===== src/rtl/calc_sequencer.sv =====
// calc_sequencer: collects two operands and an op code from switches, one per
// load-button press, presents them to a combinational calculator, and latches
// the returned result for the display.
module calc_sequencer #(
  parameter int N = 4
) (
  input  logic           clk,
  input  logic           rst,
  input  logic [N-1:0]   data_in,
  input  logic [3:0]     op_in,
  input  logic           load,
  input  logic           clear,
  output logic [N-1:0]   operand1,
  output logic [N-1:0]   operand2,
  output logic [3:0]     op_select,
  input  logic [2*N-1:0] resultado,
  output logic [2*N-1:0] result,
  output logic           result_valid,
  output logic           div_zero,
  output logic [2:0]     state
);

  typedef enum logic [2:0] {
    GET_A  = 3'd0,
    GET_B  = 3'd1,
    GET_OP = 3'd2,
    EXEC   = 3'd3,
    DONE   = 3'd4
  } state_t;

  localparam logic [3:0] OP_DIV = 4'b0011;
  localparam logic [3:0] OP_MOD = 4'b0100;

  state_t state_q;
  logic   load_q;
  logic   load_evt;

  // A held button is a single press: only the low-to-high transition counts.
  assign load_evt = load & ~load_q;
  assign state    = state_q;

  // Sequencer FSM; operands only move in the capture states so the calculator
  // sees stable inputs through EXEC and DONE.
  always_ff @(posedge clk or posedge rst) begin
    if (rst) begin
      state_q      <= GET_A;
      load_q       <= 1'b0;
      operand1     <= '0;
      operand2     <= '0;
      op_select    <= '0;
      result       <= '0;
      result_valid <= 1'b0;
      div_zero     <= 1'b0;
    end else begin
      load_q <= load;
      if (clear) begin
        // Abort wins over any coincident press.
        state_q      <= GET_A;
        operand1     <= '0;
        operand2     <= '0;
        op_select    <= '0;
        result       <= '0;
        result_valid <= 1'b0;
        div_zero     <= 1'b0;
      end else begin
        case (state_q)
          GET_A: if (load_evt) begin
            operand1 <= data_in;
            state_q  <= GET_B;
          end
          GET_B: if (load_evt) begin
            operand2 <= data_in;
            state_q  <= GET_OP;
          end
          GET_OP: if (load_evt) begin
            op_select <= op_in;
            state_q   <= EXEC;
          end
          // Single settle cycle for the calculator; presses here are dropped.
          EXEC: begin
            result       <= resultado;
            result_valid <= 1'b1;
            div_zero     <= ((op_select == OP_DIV) || (op_select == OP_MOD)) &&
                            (operand2 == '0);
            state_q      <= DONE;
          end
          // Next press starts a new calculation with this value as operand1;
          // the old result stays on the display until replaced.
          DONE: if (load_evt) begin
            operand1     <= data_in;
            result_valid <= 1'b0;
            div_zero     <= 1'b0;
            state_q      <= GET_B;
          end
          default: state_q <= GET_A;
        endcase
      end
    end
  end

endmodule


===== config.mk =====
export PLATFORM = sky130hd
export DESIGN_NAME = calc_sequencer
export DESIGN_NICKNAME = d
export VERILOG_FILES = /design/src/rtl/calc_sequencer.sv
export SDC_FILE = /design/constraint.sdc
export NUM_CORES = 1
export LEC_CHECK = 0
export CAP_MARGIN = 25
export CORE_AREA = 10 10 62 64
export CTS_CLUSTER_DIAMETER = 150
export DETAILED_ROUTE_END_ITERATION = 10
export DIE_AREA = 0 0 72 74
export PLACE_DENSITY = 0.82
export SYNTH_ARGS = -nofsm -noshare
export SYNTH_HDL_FRONTEND = slang
export SYNTH_SLANG_ARGS = --single-unit

===== constraint.sdc =====
create_clock -name clk -period 2.13 [get_ports clk]
set_clock_uncertainty 0.15 [all_clocks]
set_input_delay 0.426 -clock clk [delete_from_list [all_inputs] [get_ports clk]]
set_output_delay 0.426 -clock clk [all_outputs]
set_load 0.1 [all_outputs]

==> flow_summary.yaml, run 1 <==
finish:
  area_delta_synth_final_pct: 43.4
  mostFrequentLayoutCell: "dfrtp_1"
  fin_cells: 197
  fin_nets: 187
  fillers: 221
  antenna_cells: 0
  final_cell_mix: "dfrtp_1, buf_4, a21oi_1"
  final_layout_size_suffix_gt1_share_pct: 21.1
  stdcell_area_mm2: 0.00170
place:
  port_buffers: 44
  dp_cells: 193
  dp_hpwl_um: 2460
  gp_congestion: 0.759
  place_area_mm2: 0.00166
worst_setup_path:
  path_max_fanout: 10
  max_stage_delay_ns: 0.60
  path_buf_inv: 1
  cpMaxStageDelayCell: "dfrtp_1"
  crit_type: "reg2out"
  start_kind: "flip-flop"
  cp.arrival_ns: 1.15
  critPathCaptureType: "primary output"
  cp.required_ns: 1.55
  crit_family: "flip-flops"
  path_cells: "buf_12"
floorplan:
  rows: 19
  dieWidth_um: 72
  chipHeight_um: 74
  core_area_mm2: 0.00266
  die-area_mm2: 0.00533
  initial_core_util_pct: 44.5
  ios: 45
timing:
  holdWs_ns: 0.293
  worstMarginPinSlew_ns: 0.457
  tns_ns: 0
  slew_headroom_pct: 69.5
  setup_viol_count_final: 0
  post-route-period-util_pct: 81.2
  min_period_ns: 1.73
  rsz0062_at_grt: "false"
  max_freq_ghz: 0.579
  finalMaxSlewViolations: 0
  hold_viol_final: 0
drt:
  vias: 998
  drtAntennaViolNets: 0
  wl_per_cell_um: 15.8
  drc: 0
  routed_wl_um: 3110
  first_iter_violations: 46
  drt-pass1-iter-count: 4
  viasPerCell: 5.07
power_and_ir_drop:
  p_leak_nw: 0.756
  switching_share_pct: 28.1
  clkPwrFrac_pct: 26.7
  power_frac_seq_pct: 54.9
  power.density_mw_per_mm2: 551
  comb_power_share_pct: 18.4
  vdd_drop_max_v: 0.000427
  p_int_w: 0.000673
  power.switching_w: 0.000263
clock_network:
  clk_path_buf_depth: 2
  holdBufCountCts: 0
  cts_sinks: 26
  clk_pin_slew_ns: 0.14
  cts_made_buffers: 3
  post_cts_buffers: 0
  clock_latency_ns: 0.32
  cts_tree: "yes"
  clock-root-buffer: "clkbuf_4"
  cts_resized: 0
  htreeDepth: 1
synth:
  syn_area_mm2: 0.00118
  avgSynthCellArea_um2: 9.70
  seq_area_frac_synth_pct: 55.0
  synthCells: 122
  ys_types: 26
  ys_ff_latch: 26
  synth_fp_nets: 142
  ys_warn_count: 0
global_routing:
  grt_pass1_wl_um: 5090
  antenna_found_initial: 0
  grt_pass1_vias: 1022
  grt-ovfl-total: 0
  grt_start_max_net_pins: 27
  grt_usage_pct: 11.9
job:
  cap_violations: 0
run_status:
  status: "finished clean"
worst_hold_path:
  hold_class: "in2async"
[per-layer routing]
| layer | vias to the layer above | share of wire (%) | routed length [um] | GRT usage, % |
|---|---|---|---|---|
| li1 | 506 | - | - | - |
| met3 | 4 | 4.1 | 128 | 1.99 |
| met5 | - | 0 | 0 | 0 |
| met2 | 22 | 53 | 1640 | 20.0 |
| met1 | 466 | 41 | 1270 | 14.0 |
| met4 | 0 | 2.3 | 70 | 7.10 |
[stage by stage]
step | util (%) | worst slack [ns] | power [W]
after floorplan | - | 0.154 | 0.000627
after global placement | 62.4 | 0.135 | 0.000695
after detailed placement | 62.4 | 0.0590 | 0.000697
after CTS | 63.8 | 0.381 | 0.000948
after global routing | 63.8 | 0.321 | 0.000974
final | 63.8 | 0.401 | 0.000936
[synth_stat cells]
library cell / instances / area (um2)
a21oi_1: 21 / 105
and2_1: 1 / 6.26
and3b_1: 2 / 17.5
buf_2: 2 / 10.0
buf_4: 1 / 7.51
buf_6: 1 / 11.3
clkbuf_1: 4 / 15.0
dfrtp_1: 26 / 651
inv_1: 2 / 7.51
mux2i_1: 4 / 40.0
nand2_1: 18 / 67.6
nand2b_1: 3 / 18.8
nand3_1: 8 / 40.0
nand3b_1: 1 / 7.51
nor2_1: 6 / 22.5
nor2b_1: 3 / 18.8
nor3_1: 1 / 5.00
nor3b_2: 1 / 12.5
nor4_1: 1 / 6.26
nor4b_4: 1 / 23.8
o2111ai_1: 1 / 8.76
o21ai_0: 5 / 25.0
o21ai_1: 5 / 25.0
o31ai_1: 1 / 7.51
or3_1: 1 / 6.26
or3b_1: 2 / 17.5
[power by group through the flow]
stage / logic, W / registers (W) / clock network, W
after floorplan: 0.0000516 / 0.000575 / 0
after global placement: 0.000172 / 0.000523 / 0
after detailed placement: 0.000174 / 0.000523 / 0
after CTS: 0.000174 / 0.000514 / 0.000260
after global routing: 0.000184 / 0.000516 / 0.000274
final: 0.000172 / 0.000514 / 0.000250
[cell families (layout without fill, tap and decap cells)]
kind of cell / Yosys count / after routing / synth area share [%]
AND/OR/NAND/NOR: 49 / 49 / 22.8
AO/OA/AOI/OAI: 33 / 33 / 14.5
flip-flops: 26 / 26 / 55.0
multiplexers: 4 / 4 / 3.38
buffers and inverters: 10 / 54 / 4.33
[area by class of cell]
cell class	count	area (um2)	area share [%]
Timing Repair Buffer	48	483	28.4
Tap cell	31	38.8	2.28
Multi-Input combinational cell	86	482	28.4
Clock buffer	4	36.3	2.14
Inverter	2	7.51	0.442
Sequential cell	26	651	38.3
[final timing paths]
kind                           start         to  slack [ns]  cells after the start
setup reg to reg            state[1]   div_zero        0.47                      3
hold / removal                   rst  result[2]        0.29                      3
min in group clk           result[7]  result[7]        0.38                      2
hold reg to reg            result[7]  result[7]        0.38                      2
setup / recovery            state[0]   state[0]        0.40                      1
max in group asynchronous        rst  result[4]        1.30                      3
[registers in the layout (all words and copies together), names as in the netlist]
| name | flops |
|---|---|
| result | 8 |
| operand1 | 4 |
| state | 3 |
| result_valid | 1 |
| operand2 | 4 |
| load_q | 1 |
| op_select | 4 |
| div_zero | 1 |
No activity file was read; power rests on OpenSTA's default activity.
==> run 2, diff against run 1 <==
--- a/config.mk
+++ b/config.mk
@@ -6,11 +6,11 @@
 export NUM_CORES = 1
 export LEC_CHECK = 0
 export CAP_MARGIN = 25
-export CORE_AREA = 10 10 62 64
+export CORE_AREA = 10 10 86 51
 export CTS_CLUSTER_DIAMETER = 150
 export DETAILED_ROUTE_END_ITERATION = 10
-export DIE_AREA = 0 0 72 74
-export PLACE_DENSITY = 0.82
+export DIE_AREA = 0 0 96 61
+export PLACE_DENSITY = 0.76
 export SYNTH_ARGS = -nofsm -noshare
 export SYNTH_HDL_FRONTEND = slang
 export SYNTH_SLANG_ARGS = --single-unit
==> constraint.sdc (replaced) <==
create_clock -name clk -period 1.6 [get_ports clk]
set_clock_uncertainty 0.15 [all_clocks]
set_input_delay 0.32 -clock clk [delete_from_list [all_inputs] [get_ports clk]]
set_output_delay 0.32 -clock clk [all_outputs]
set_load 0.1 [all_outputs]
==> run 2 against run 1 <==
Core utilization rose by 8.1 points; clock power rose by 52%; final cell count rose by 9.6%; combinational power rose by 59%; first-iteration DRC count rose by 120%; design area rose by 22%; highest routed layer unchanged; routed wire length rose by 24%; critical path depth rose by 1; sequential power rose by 34%; worst hold slack got worse by 0.037 ns; clock-buffer cell count did not move; die area rose by 9.9%.
==> flow_summary.yaml, run 2 (synthesis results as in run 1) <==
run_status:
  status: "finished clean"
floorplan:
  core_area_mm2: 0.00287
  ios: 45
  chipHeight_um: 61
  dieWidth_um: 96
  rows: 14
  initial_core_util_pct: 41.2
  die-area_mm2: 0.00586
timing:
  finalMaxSlewViolations: 0
  min_period_ns: 1.59
  post-route-period-util_pct: 99.3
  rsz0062_at_grt: "true"
  slew_headroom_pct: 69.7
  hold_viol_final: 0
  worstMarginPinSlew_ns: 0.453
  setup_viol_count_final: 0
  tns_ns: 0
  max_freq_ghz: 0.630
clock_network:
  cts_made_buffers: 3
  clock_latency_ns: 0.27
  clk_path_buf_depth: 2
  cts_sinks: 26
  clk_pin_slew_ns: 0.09
  cts_tree: "yes"
  htreeDepth: 1
  clock-root-buffer: "clkbuf_8"
finish:
  area_delta_synth_final_pct: 74.5
  final_layout_size_suffix_gt1_share_pct: 30.1
  antenna_cells: 0
  fin_nets: 197
  largest_register_ffs: 8
  mostFrequentLayoutCell: "buf_12"
  regMostFlops: "result"
  stdcell_area_mm2: 0.00207
  final_cell_mix: "buf_12, dfrtp_1, a21oi_1"
  finish.utilization_pct: 71.9
drt:
  vias: 1145
  topRoutingLayerUsed: "met4"
  wl_per_cell_um: 17.9
  viasPerCell: 5.30
  drt-pass1-iter-count: 4
  routed_wl_um: 3860
  met3_wirelength_um: 295
  drc: 0
  met1_length_um: 1490
  drtAntennaViolNets: 0
  first_iter_violations: 99
  wl_met2_um: 2050
global_routing:
  antenna_found_initial: 0
  grt_pass1_vias: 1189
  grt_start_max_net_pins: 27
  grt_usage_pct: 13.1
  grt-ovfl-total: 0
  grt_pass1_wl_um: 6040
job:
  cap_violations: 0
worst_setup_path:
  crit_start: "state[1]"
  start_kind: "flip-flop"
  critPathCaptureType: "primary output"
  cp.required_ns: 1.13
  crit_type: "reg2out"
  path_max_fanout: 8
  cp.arrival_ns: 1.12
  reg2reg_from: "state[0]"
place:
  gp_congestion: 0.789
  dp_hpwl_um: 2920
  place_area_mm2: 0.00198
  port_buffers: 44
power_and_ir_drop:
  vdd_drop_max_v: 0.000441
  power.density_mw_per_mm2: 650
  p_leak_nw: 0.856
worst_hold_path:
  hold_class: "in2async"
==> run 2: changes by cell type in the layout (fill, tap and decap cells not counted), sizes merged <==
cell,delta
buf,+9
clkbuf,+1
==> run 2: layout make-up <==
class | count | area (um2)
Multi-Input combinational cell | 86 | 504
Clock buffer | 4 | 45.0
Sequential cell | 26 | 662
Timing Repair Buffer | 58 | 797
Tap cell | 40 | 50.0
Fill cell | 202 | 807
Inverter | 2 | 7.51
==> run 2: worst max-delay path: stages, from the launching register on <==
cell     delay [ns]
dfrtp_4        0.54
buf_6          0.15
buf_12         0.15
==> run 2: per-stage QoR <==
step | instances | setup WS (ns) | power [W] | hold slack [ns]
after floorplan | 122 | -0.135 | 0.000839 | 0.201
after global routing | 216 | -0.0330 | 0.00139 | 0.314
after CTS | 213 | 0.00346 | 0.00134 | 0.271
after detailed placement | 210 | -0.248 | 0.000970 | 0.414
final | 216 | 0.0118 | 0.00134 | 0.256
after global placement | 210 | -0.224 | 0.000964 | 0.407
==> run 2: worst paths after layout <==
kind / end / slack [ns] / cells after the start
min in group clk: result[2] / 0.42 / 2
max in group asynchronous: state[2] / 0.77 / 3
max reg2reg: div_zero / 0.04 / 3
min reg2reg: result[2] / 0.42 / 2
max: state[1] / 0.01 / 2
min: result[3] / 0.26 / 3
==> run 2: repair_timing <==
action / 4_1_cts / 5_1_grt
resized for setup: 3 / 4
hold buffers: 0 / 0
endpoints found under the setup margin: 4 / 6
setup buffers: 0 / 3
==> run 2: power by group <==
part | internal, W | switching, W | total, W
clock | 0.000178 | 0.000201 | 0.000379
combinational | 0.000121 | 0.000152 | 0.000273
sequential | 0.000670 | 0.0000204 | 0.000690
==> run 2: layer usage <==
| layer | track usage, % | up-vias |
|---|---|---|
| met5 | 0 | - |
| met4 | 1.88 | 0 |
| met3 | 4.43 | 4 |
| met2 | 23.1 | 46 |
| met1 | 15.6 | 566 |
| li1 | - | 529 |
